**config.mk**
```make
export PLATFORM = sky130hd
export DESIGN_NAME = ysyx_22040895_exe_mem_stage
export DESIGN_NICKNAME = d
export VERILOG_FILES = /design/src/rtl/ysyx_22040895_exe_mem_stage.sv
export SDC_FILE = /design/constraint.sdc
export NUM_CORES = 1
export LEC_CHECK = 0
export ABC_AREA = 1
export ABC_CLOCK_PERIOD_IN_PS = 22500
export BUFFER_PORTS_ARGS = -buffer_cell sky130_fd_sc_hd__buf_4
export CORE_UTILIZATION = 50
export CTS_CLUSTER_SIZE = 10
export DETAILED_ROUTE_END_ITERATION = 7
export GPL_TIMING_DRIVEN = 0
export PLACE_DENSITY = 0.74
export SYNTH_ARGS = -nofsm -noshare
export SYNTH_HDL_FRONTEND = slang
export SYNTH_SLANG_ARGS = --single-unit
```
**constraint.sdc**
```tcl
create_clock -name clk -period 22.5 [get_ports clk]
set_clock_uncertainty 0.05 [all_clocks]
set_input_delay 4.5 -clock clk [delete_from_list [all_inputs] [get_ports clk]]
set_output_delay 4.5 -clock clk [all_outputs]
set_load 0.01 [all_outputs]
```
**src/rtl/ysyx_22040895_exe_mem_stage.sv**
```systemverilog
// Execute-to-memory stage: final result selection, branch/jump resolution and
// a two-entry skid buffer toward the memory stage, plus a registered redirect pulse.
module ysyx_22040895_exe_mem_stage #(
  parameter int XLEN          = 64,
  parameter bit RESET_PC_ZERO = 1'b1
) (
  input  logic            clk,
  input  logic            rst,
  input  logic            flush_i,
  input  logic            valid_i,
  output logic            ready_o,
  input  logic [XLEN-1:0] alu_result_i,
  input  logic            lt_i,
  input  logic            ltu_i,
  input  logic            zero_i,
  input  logic            wordop_i,
  input  logic            is_branch_i,
  input  logic            is_jal_i,
  input  logic            is_jalr_i,
  input  logic [2:0]      funct3_i,
  input  logic [XLEN-1:0] pc_i,
  input  logic [XLEN-1:0] imm_i,
  input  logic [4:0]      rd_i,
  input  logic            rd_wen_i,
  input  logic            mem_ren_i,
  input  logic            mem_wen_i,
  input  logic [1:0]      mem_size_i,
  input  logic            mem_unsigned_i,
  input  logic [XLEN-1:0] store_data_i,
  output logic            valid_o,
  input  logic            ready_i,
  output logic [XLEN-1:0] result_o,
  output logic [4:0]      rd_o,
  output logic            rd_wen_o,
  output logic            mem_ren_o,
  output logic            mem_wen_o,
  output logic [1:0]      mem_size_o,
  output logic            mem_unsigned_o,
  output logic [XLEN-1:0] store_data_o,
  output logic [XLEN-1:0] pc_o,
  output logic            redirect_o,
  output logic [XLEN-1:0] redirect_pc_o,
  output logic [1:0]      fsm_state
);

  typedef enum logic [1:0] {
    EMPTY = 2'd0,
    ONE   = 2'd1,
    FULL  = 2'd2
  } state_e;

  typedef struct packed {
    logic [XLEN-1:0] result;
    logic [4:0]      rd;
    logic            rd_wen;
    logic            mem_ren;
    logic            mem_wen;
    logic [1:0]      mem_size;
    logic            mem_unsigned;
    logic [XLEN-1:0] store_data;
    logic [XLEN-1:0] pc;
  } pkt_t;

  localparam int PKT_W = $bits(pkt_t);
  localparam logic [PKT_W-1:0] PKT_RST = RESET_PC_ZERO ? {PKT_W{1'b0}} : {PKT_W{1'b1}};
  localparam logic [XLEN-1:0] X_RST = RESET_PC_ZERO ? {XLEN{1'b0}} : {XLEN{1'b1}};
  localparam logic [XLEN-1:0] FOUR = {{(XLEN-3){1'b0}}, 3'd4};
  localparam logic [XLEN-1:0] LSB_CLR = ~{{(XLEN-1){1'b0}}, 1'b1};

  // Handshake: a packet moves on a cycle where valid and ready are both high at
  // the rising edge; flush vetoes the input side. valid_o never drops and packet
  // fields never change while the memory stage holds ready_i low.
  state_e state, state_next;
  logic   ready_q;
  pkt_t   main_q, skid_q, incoming;
  logic   in_acc, out_acc;
  logic   load_main, load_skid, promote;
  logic   br_taken, take;
  logic   redirect_q;
  logic [XLEN-1:0] redirect_pc_q, target, word_ext;

  assign in_acc  = valid_i & ready_q & ~flush_i;
  assign out_acc = valid_o & ready_i;

  assign word_ext = {{(XLEN-32){alu_result_i[31]}}, alu_result_i[31:0]};

  always_comb begin
    incoming              = '0;
    incoming.rd           = rd_i;
    incoming.rd_wen       = rd_wen_i;
    incoming.mem_ren      = mem_ren_i;
    incoming.mem_wen      = mem_wen_i;
    incoming.mem_size     = mem_size_i;
    incoming.mem_unsigned = mem_unsigned_i;
    incoming.store_data   = store_data_i;
    incoming.pc           = pc_i;
    if (is_jal_i || is_jalr_i) incoming.result = pc_i + FOUR;
    else if (wordop_i)         incoming.result = word_ext;
    else                       incoming.result = alu_result_i;
  end

  always_comb begin
    br_taken = 1'b0;
    case (funct3_i)
      3'b000:  br_taken = zero_i;
      3'b001:  br_taken = ~zero_i;
      3'b100:  br_taken = lt_i;
      3'b101:  br_taken = ~lt_i;
      3'b110:  br_taken = ltu_i;
      3'b111:  br_taken = ~ltu_i;
      default: br_taken = 1'b0;
    endcase
  end

  assign take   = (is_branch_i & br_taken) | is_jal_i | is_jalr_i;
  // The ALU already formed rs1 + imm for jalr; only bit 0 needs clearing.
  assign target = is_jalr_i ? (alu_result_i & LSB_CLR) : (pc_i + imm_i);

  always_comb begin
    state_next = state;
    load_main  = 1'b0;
    load_skid  = 1'b0;
    promote    = 1'b0;
    if (flush_i) begin
      state_next = EMPTY;
    end else begin
      case (state)
        EMPTY: if (in_acc) begin
          state_next = ONE;
          load_main  = 1'b1;
        end
        ONE: begin
          if (in_acc && out_acc) begin
            load_main = 1'b1;
          end else if (in_acc) begin
            state_next = FULL;
            load_skid  = 1'b1;
          end else if (out_acc) begin
            state_next = EMPTY;
          end
        end
        FULL: if (out_acc) begin
          state_next = ONE;
          promote    = 1'b1;
        end
        default: state_next = EMPTY;
      endcase
    end
  end

  always_ff @(posedge clk or posedge rst) begin
    if (rst) begin
      state   <= EMPTY;
      ready_q <= 1'b1;
      main_q  <= pkt_t'(PKT_RST);
      skid_q  <= pkt_t'(PKT_RST);
    end else begin
      state   <= state_next;
      ready_q <= (state_next != FULL);
      if (load_main)    main_q <= incoming;
      else if (promote) main_q <= skid_q;
      if (load_skid)    skid_q <= incoming;
    end
  end

  // Redirect follows the in-accept, not the output side, so it fires even when
  // the packet lands in the skid entry.
  always_ff @(posedge clk or posedge rst) begin
    if (rst) begin
      redirect_q    <= 1'b0;
      redirect_pc_q <= X_RST;
    end else begin
      redirect_q <= in_acc & take;
      if (in_acc && take) redirect_pc_q <= target;
    end
  end

  assign ready_o        = ready_q;
  assign valid_o        = (state != EMPTY);
  assign result_o       = main_q.result;
  assign rd_o           = main_q.rd;
  assign rd_wen_o       = main_q.rd_wen;
  assign mem_ren_o      = main_q.mem_ren;
  assign mem_wen_o      = main_q.mem_wen;
  assign mem_size_o     = main_q.mem_size;
  assign mem_unsigned_o = main_q.mem_unsigned;
  assign store_data_o   = main_q.store_data;
  assign pc_o           = main_q.pc;
  assign redirect_o     = redirect_q;
  assign redirect_pc_o  = redirect_pc_q;
  assign fsm_state      = state;

endmodule

```
==> out/results.tsv, run 1 <==
stage	metric	value	unit
synthesis	synth_top_family_by_area	simple AND/OR/NAND/NOR gates	
detailed_routing	viasPerCell	5.49	
setup_path	crit_type	input port to flop	
setup_path	worstSetupEndpointType	flop	
floorplanning	die_area	0.0578	mm^2
floorplanning	design.core.area	0.0563	mm^2
job	max-cap-violations	0	
sta	finalMaxSlewViolations	0	
finish	utilization	0.625	
sta	finalSetupViolCount	0	
synthesis	avgSynthCellArea	6.99	um^2
setup_path	worstPathArrival	6950	ps
placement	dpl_worst_slack	15420	ps
outcome	status	finished, final reports clean	
clock_network	cts_root_buf	clkbuf_16	
synthesis	synth_cells	4068	
power	power.density	77.0	mW/mm^2
placement	dp_hpwl	99400	um
detailed_routing	drtAntennaViolNets	0	
synthesis	ys_seq_elements	474	
global_routing	grt_pass1_vias	28400	
finish	syn_to_final_growth	23.8	%
synthesis	synth_edf_count	0	
clock_network	cts_tree	built	
synthesis	yosys-top-cells-area	dfrtp_1 (42%), nand2_1 (20%), inv_1 (8.6%), o21ai_0 (5.2%), nand3_1 (3.1%)	
power	ir_worst_vdd	0.0618	mV
finish	nets	5027	
detailed_routing	drt_iter0_drc	2892	
power	p_leak	18.8	nW
clock_network	clk_latency	630	ps
synthesis	syn_area	0.0284	mm^2
synthesis	synth_top_area_cell	dfrtp_1	
synthesis	synthSimpleGateAreaFrac	0.292	
sta	slew_headroom	0.267	
global_routing	antenna_found_initial	7	
sta	setup_slack	16000	ps
clock_network	cts.repair.resized	0	
detailed_routing	routed-via-count	30000	
sta	period_minus_slack	6500	ps
setup_path	path_max_fanout	4	
global_routing	grt_pass1_wl	177000	um
floorplanning	io-pin-count	554	
hold_path	hp-class	flop to flop	
clock_network	post-cts-setup-buffers	0	
setup_path	required	22950	ps
synthesis	synth-compound-area-share	0.133	
placement	port_buffers	552	
synthesis	synth_most_common_cell	nand2_1	
placement	place.gp.congestion	1.06	
synthesis	synth_fa_ha_area_frac	0.0289	
detailed_routing	routed_wl	123000	um
global_routing	gr-total-overflow	0	
global_routing	grt.total_usage	0.420	
synthesis	synth_mux_area_frac	0.00110	
sta	fin_crit_sh	0.289	
synthesis	yosys_most_used_dff	dfrtp_1	
floorplanning	die_w	240	um
clock_network	cts_max_level	2	
sta	timing.fmax	154	MHz
synthesis	synth_common_cells	nand2_1 (1484), inv_1 (652), dfrtp_1 (473)	
floorplanning	die-height	240	um
synthesis	synthArstFlopShare	1.00	
sta	hold_violations	0	
detailed_routing	drc_errors	0	
clock_network	cts_max_path_buffers	3	
synthesis	yosys_warnings	0	
clock_network	ctsHoldBuffers	0	
floorplanning	row_count	87	
global_routing	grt_max_degree	123	
finish	drive_above_1_share	0.167	
floorplanning	initial_core_util	0.505	
synthesis	netlist-cell-type-count	52	
synthesis	synth_top_area_share	0.416	
synthesis	seq_area_frac_synth	0.417	
sta	worst_pin_slew	1100	ps
clock_network	clkSinkCount	474	
sta	rsz0062_at_grt	false	
setup_path	crit_path_start_kind	input port	
clock_network	cts_inserted_buffers	54	
detailed_routing	wl_per_cell	22.5	um
synthesis	synth_xor_area_frac	0.0147	
clock_network	path_clk_slew	60	ps
synthesis	syn_nets	4415	
detailed_routing	drtPass1Iterations	8	
## metrics by stage
step / cell area (um^2) / instances / power (mW) / TNS (ps) / hold WS (ps)
after floorplan: 28400 / 4068 / 1.52 / 0 / 394
after global placement: 33500 / 5376 / 1.87 / -100390 / 407
after detailed placement: 33600 / 5380 / 1.88 / 0 / 410
after CTS: 35200 / 5457 / 2.70 / 0 / 426
after global routing: 35200 / 5459 / 2.83 / 0 / 439
final: 35200 / 5461 / 2.71 / 0 / 424
## layout make-up
| class | instances | area, um^2 |
|---|---|---|
| clock inverter | 5 | 90.1 |
| inverter | 669 | 2520 |
| tap | 756 | 946 |
| fill | 5267 | 21100 |
| antenna | 4 | 10.0 |
| buffer | 156 | 682 |
| clock buffer | 72 | 1460 |
| timing repair buffer | 556 | 4250 |
| sequential | 474 | 11900 |
| multi-input combinational | 2769 | 13400 |
## layer usage
metal	part of all wire	vias up	GRT usage
met5	0.00065	-	0
met1	0.39	14100	0.527
met3	0.10	333	0.100
met4	0.055	12	0.214
met2	0.45	1562	0.672
li1	-	14000	-
## worst paths after layout
kind                                              start                            end  slack, ps  cells past startpoint
worst max-delay path                            pc_i[0]  redirect_pc_o[44]$_DFFE_PP0P_      16000                     17
worst min-delay path            skid_q[162]$_DFFE_PP0P_        skid_q[162]$_DFFE_PP0P_        420                      2
worst max register to register   fsm_state[0]$_DFF_PP0_            pc_o[0]$_DFFE_PP0P_      19720                      5
worst min register to register  skid_q[162]$_DFFE_PP0P_        skid_q[162]$_DFFE_PP0P_        420                      2
max in group asynchronous                           rst           pc_o[51]$_DFFE_PP0P_      17100                      4
min in group asynchronous                           rst      mem_size_o[1]$_DFFE_PP0P_       3830                      2
## worst max-delay path: stages
cell and delay (ps):
buf_4 130, ha_1 290, fa_1 490, nand3_1 120, nand3_1 160, nand2_1 120, nand2_2 90, nand2_1 70
nand2_1 90, nand2_1 90, nand2_1 220, nand2_1 150, nand2_1 60, nand2_1 50, nand3_1 60, nand2_1 170
nand2_1 80
## state kept, by name, indices dropped and copies added, names as in the netlist
signal	count
ready_o	1
mem_wen_o	1
redirect_pc_o	64
redirect_o	1
rd_o	5
mem_ren_o	1
rd_wen_o	1
store_data_o	64
fsm_state	2
skid_q	203
result_o	64
mem_size_o	2
pc_o	64
mem_unsigned_o	1
## logic make-up (layout without fill, tap and decap cells)
kind of cell | Yosys count | count (layout)
AO/OA/AOI/OAI | 641 | 641
XOR/XNOR | 47 | 47
adder cells (fa/ha/maj) | 65 | 65
buffers and inverters | 825 | 1458
flip-flops | 474 | 474
multiplexers | 3 | 3
other | 0 | 4
AND/OR/NAND/NOR | 2013 | 2013
## cell usage in the layout, fill, tap and decap left out, types with 4 or more instances in the layout
| cell | synthesis | layout |
|---|---|---|
| xnor2_1 | 12 | 12 |
| nand3_1 | 174 | 174 |
| o21ai_0 | 294 | 294 |
| nor3_2 | 17 | 17 |
| nor2_2 | 13 | 13 |
| o211ai_1 | 106 | 106 |
| o21a_1 | 7 | 7 |
| buf_2 | 62 | 62 |
| nand2_1 | 1484 | 1484 |
| nor2_1 | 212 | 212 |
| diode_2 | 0 | 4 |
| inv_2 | 12 | 12 |
| clkbuf_1 | 82 | 97 |
| xor2_1 | 34 | 34 |
| o221ai_1 | 67 | 67 |
| dfrtp_1 | 473 | 473 |
| buf_1 | 7 | 7 |
| inv_1 | 652 | 651 |
| nor2_4 | 13 | 13 |
| ha_1 | 64 | 64 |
| or2_2 | 9 | 9 |
| a31oi_1 | 9 | 9 |
| o21ai_1 | 26 | 26 |
| clkinv_1 | 4 | 4 |
| buf_16 | 0 | 4 |
| nand4_1 | 25 | 25 |
| clkbuf_16 | 0 | 55 |
| a21oi_1 | 121 | 121 |
| nand2_2 | 18 | 18 |
| nand3b_1 | 5 | 5 |
| nor3_1 | 27 | 27 |
| buf_4 | 5 | 557 |
## report_power, final
| group | internal [mW] | switching, mW |
|---|---|---|
| combinational | 0.294 | 0.465 |
| sequential | 1.04 | 0.0903 |
| clock | 0.459 | 0.359 |
No activity file was read; power rests on OpenSTA's default activity.
==> run 2, diff against run 1 <==
Settings changed: ABC_CLOCK_PERIOD_IN_PS 22500 to 6050.
Clock period 22.5 ns to 6.05 ns, I/O delays scaled along.
==> run 2 against run 1 <==
Effect of this change: hold slack better by 3.7 ps; die area stayed put; critical path depth unchanged; clock power increased to 3.7 times the previous value; largest cell class unchanged.
==> out/results.tsv, run 2 (synthesis gave the netlist of run 1 again) <==
stage	metric	value	unit	change
outcome	status	finished, final reports clean		
detailed_routing	routed_wl	123000	um	about the same
placement	dp.cells	5389		+0.17%
finish	final_cells	5473		+0.22%
job	max-cap-violations	0		unchanged
setup_path	worstSetupEndpointType	flop		
clock_network	cts_inserted_buffers	55		+1.9%
finish	utilization	0.628		+0.00289
sta	slew_headroom	0.254		-0.0123
detailed_routing	drtPass1Iterations	6		-2
clock_network	path_clk_slew	60	ps	about the same
global_routing	grt.total_usage	0.420		+0.000595
finish	regMostFlops	skid_q		
floorplanning	die-height	240	um	unchanged
clock_network	cts.repair.resized	0		unchanged
floorplanning	row_count	87		unchanged
setup_path	path_max_fanout	4		unchanged
floorplanning	die_w	240	um	unchanged
placement	place.gp.congestion	1.08		+2.4%
finish	drive_above_1_share	0.169		+0.00187
finish	layout_common_cells	nand2_1 (1484), inv_1 (651), buf_4 (557), dfrtp_1 (473), o21ai_0 (294)		
setup_path	required	6520	ps	-16430 ps
setup_path	worstPathArrival	3690	ps	-3260 ps
detailed_routing	wl_met3	12600	um	+0.26%
detailed_routing	routedLengthMet1	47700	um	about the same
hold_path	hp-class	flop to flop		
power	power.density	284	mW/mm^2	+270%
floorplanning	design.core.area	0.0563	mm^2	unchanged
finish	syn_to_final_growth	24.4	%	
power	ir_worst_vdd	0.241	mV	+290%
detailed_routing	drtAntennaViolNets	0		unchanged
setup_path	crit_path_start_kind	input port		
floorplanning	io-pin-count	554		unchanged
floorplanning	die_area	0.0578	mm^2	unchanged
clock_network	cts_max_level	2		unchanged
detailed_routing	drc_errors	0		unchanged
detailed_routing	wl_per_cell	22.5	um	-0.22%
placement	placed_cell_area	0.0338	mm^2	+0.44%
detailed_routing	routed-via-count	30200		+0.50%
clock_network	cts_root_buf	clkbuf_16		
setup_path	crit_type	input port to flop		
global_routing	grt_pass1_wl	177000	um	about the same
clock_network	clkSinkCount	474		unchanged
clock_network	post-cts-setup-buffers	0		unchanged
placement	port_buffers	552		unchanged
detailed_routing	wl_met2	55200	um	-1.0%
power	p_leak	18.9	nW	+0.33%
global_routing	gr-total-overflow	0		unchanged
sta	period_minus_slack	3220	ps	
finish	layout_commonest_cell	nand2_1		
detailed_routing	drt_iter0_drc	2967		+2.6%
sta	timing.fmax	310	MHz	
sta	finalSetupViolCount	0		unchanged
clock_network	cts_tree	built		
global_routing	grt_max_degree	45		-63%
global_routing	grt_pass1_vias	28400		+0.12%
sta	hold_violations	0		unchanged
finish	final_area	0.0354	mm^2	+0.46%
detailed_routing	viasPerCell	5.51		+0.28%
sta	rsz0062_at_grt	false		
sta	worst_pin_slew	1120	ps	+18.5 ps
clock_network	ctsHoldBuffers	0		unchanged
setup_path	crit_top_cell	nand2_1		
power	power	10.1	mW	+270%
placement	dp_hpwl	100000	um	+0.67%
finish	largest_reg_flops	203		unchanged
clock_network	clk_latency	630	ps	about the same
sta	finalMaxSlewViolations	0		unchanged
global_routing	antenna_found_initial	5		-2
detailed_routing	dr.max_layer_used	met5		
floorplanning	initial_core_util	0.505		unchanged
clock_network	cts_max_path_buffers	3		unchanged
sta	fin_tns_setup	0	ps	unchanged
setup_path	max_stage_delay	480	ps	about the same
finish	nets	5037		+0.20%
setup_path	slowest_stage	fa_1		
sta	fin_crit_sh	0.532		
setup_path	cp_cell_sequence	buf_4 -> ha_1 -> fa_1 -> nand3_1 -> nand3_1 -> nand2_1 -> nand2_2 -> nand2_1 -> nand2_1 -> nand2_1 -> nand2_1 -> nand2_1 -> nand2_1 -> nand2_1 -> nand3_1 -> nand2_1 -> nand2_1		
[run 2: changes by cell type in the layout (fill, tap and decap cells not counted)]
cell,before,now
clkbuf_1,97,99
clkinv_16,1,2
buf_12,0,13
clkinvlp_4,0,3
clkinv_8,0,1
bufinv_16,1,0
inv_8,1,0
inv_16,1,0
diode_2,4,3
buf_16,4,0
[run 2: per-stage QoR]
step | hold slack [ps] | worst slack (ps)
global route | 437 | 2670
detailed placement | 412 | 2250
floorplan | 394 | -1630
finish | 428 | 2830
CTS | 428 | 2890
global placement | 407 | -4340
[run 2: final timing paths]
check,start,to,slack [ps],depth (start not counted)
max,pc_i[0],redirect_pc_o[60]$_DFFE_PP0P_,2830,17
min,skid_q[155]$_DFFE_PP0P_,skid_q[155]$_DFFE_PP0P_,430,2
max reg2reg,fsm_state[1]$_DFF_PP0_,pc_o[1]$_DFFE_PP0P_,3330,4
min reg2reg,skid_q[155]$_DFFE_PP0P_,skid_q[155]$_DFFE_PP0P_,430,2
max in group asynchronous,rst,pc_o[39]$_DFFE_PP0P_,3800,7
min in group asynchronous,rst,store_data_o[48]$_DFFE_PP0P_,580,2
[run 2: layout make-up]
class	count	area (um^2)
clock inverter	7	101
sequential	474	11900
multi-input combinational	2769	13400
tap	756	946
timing repair buffer	565	4400
inverter	669	2520
clock buffer	74	1470
buffer	156	682
fill	5324	20900
antenna	3	7.51
[run 2: worst max-delay path, delay by kind of cell]
family / cells / cell delay, ps
buf+inv: 1 / 140
fa+ha+maj: 2 / 760
simple gates: 14 / 1560
[run 2: report_power, final]
| group | internal [mW] | switching, mW |
|---|---|---|
| Clock | 1.68 | 1.33 |
| Sequential | 3.87 | 0.332 |
| Combinational | 1.10 | 1.74 |
| Total | 6.66 | 3.40 |
[run 2: metal layers]
layer,GRT usage,up-vias
met5,0,-
met4,0.222,2
met2,0.665,1596
met1,0.543,14200
met3,0.0837,366
li1,-,14000
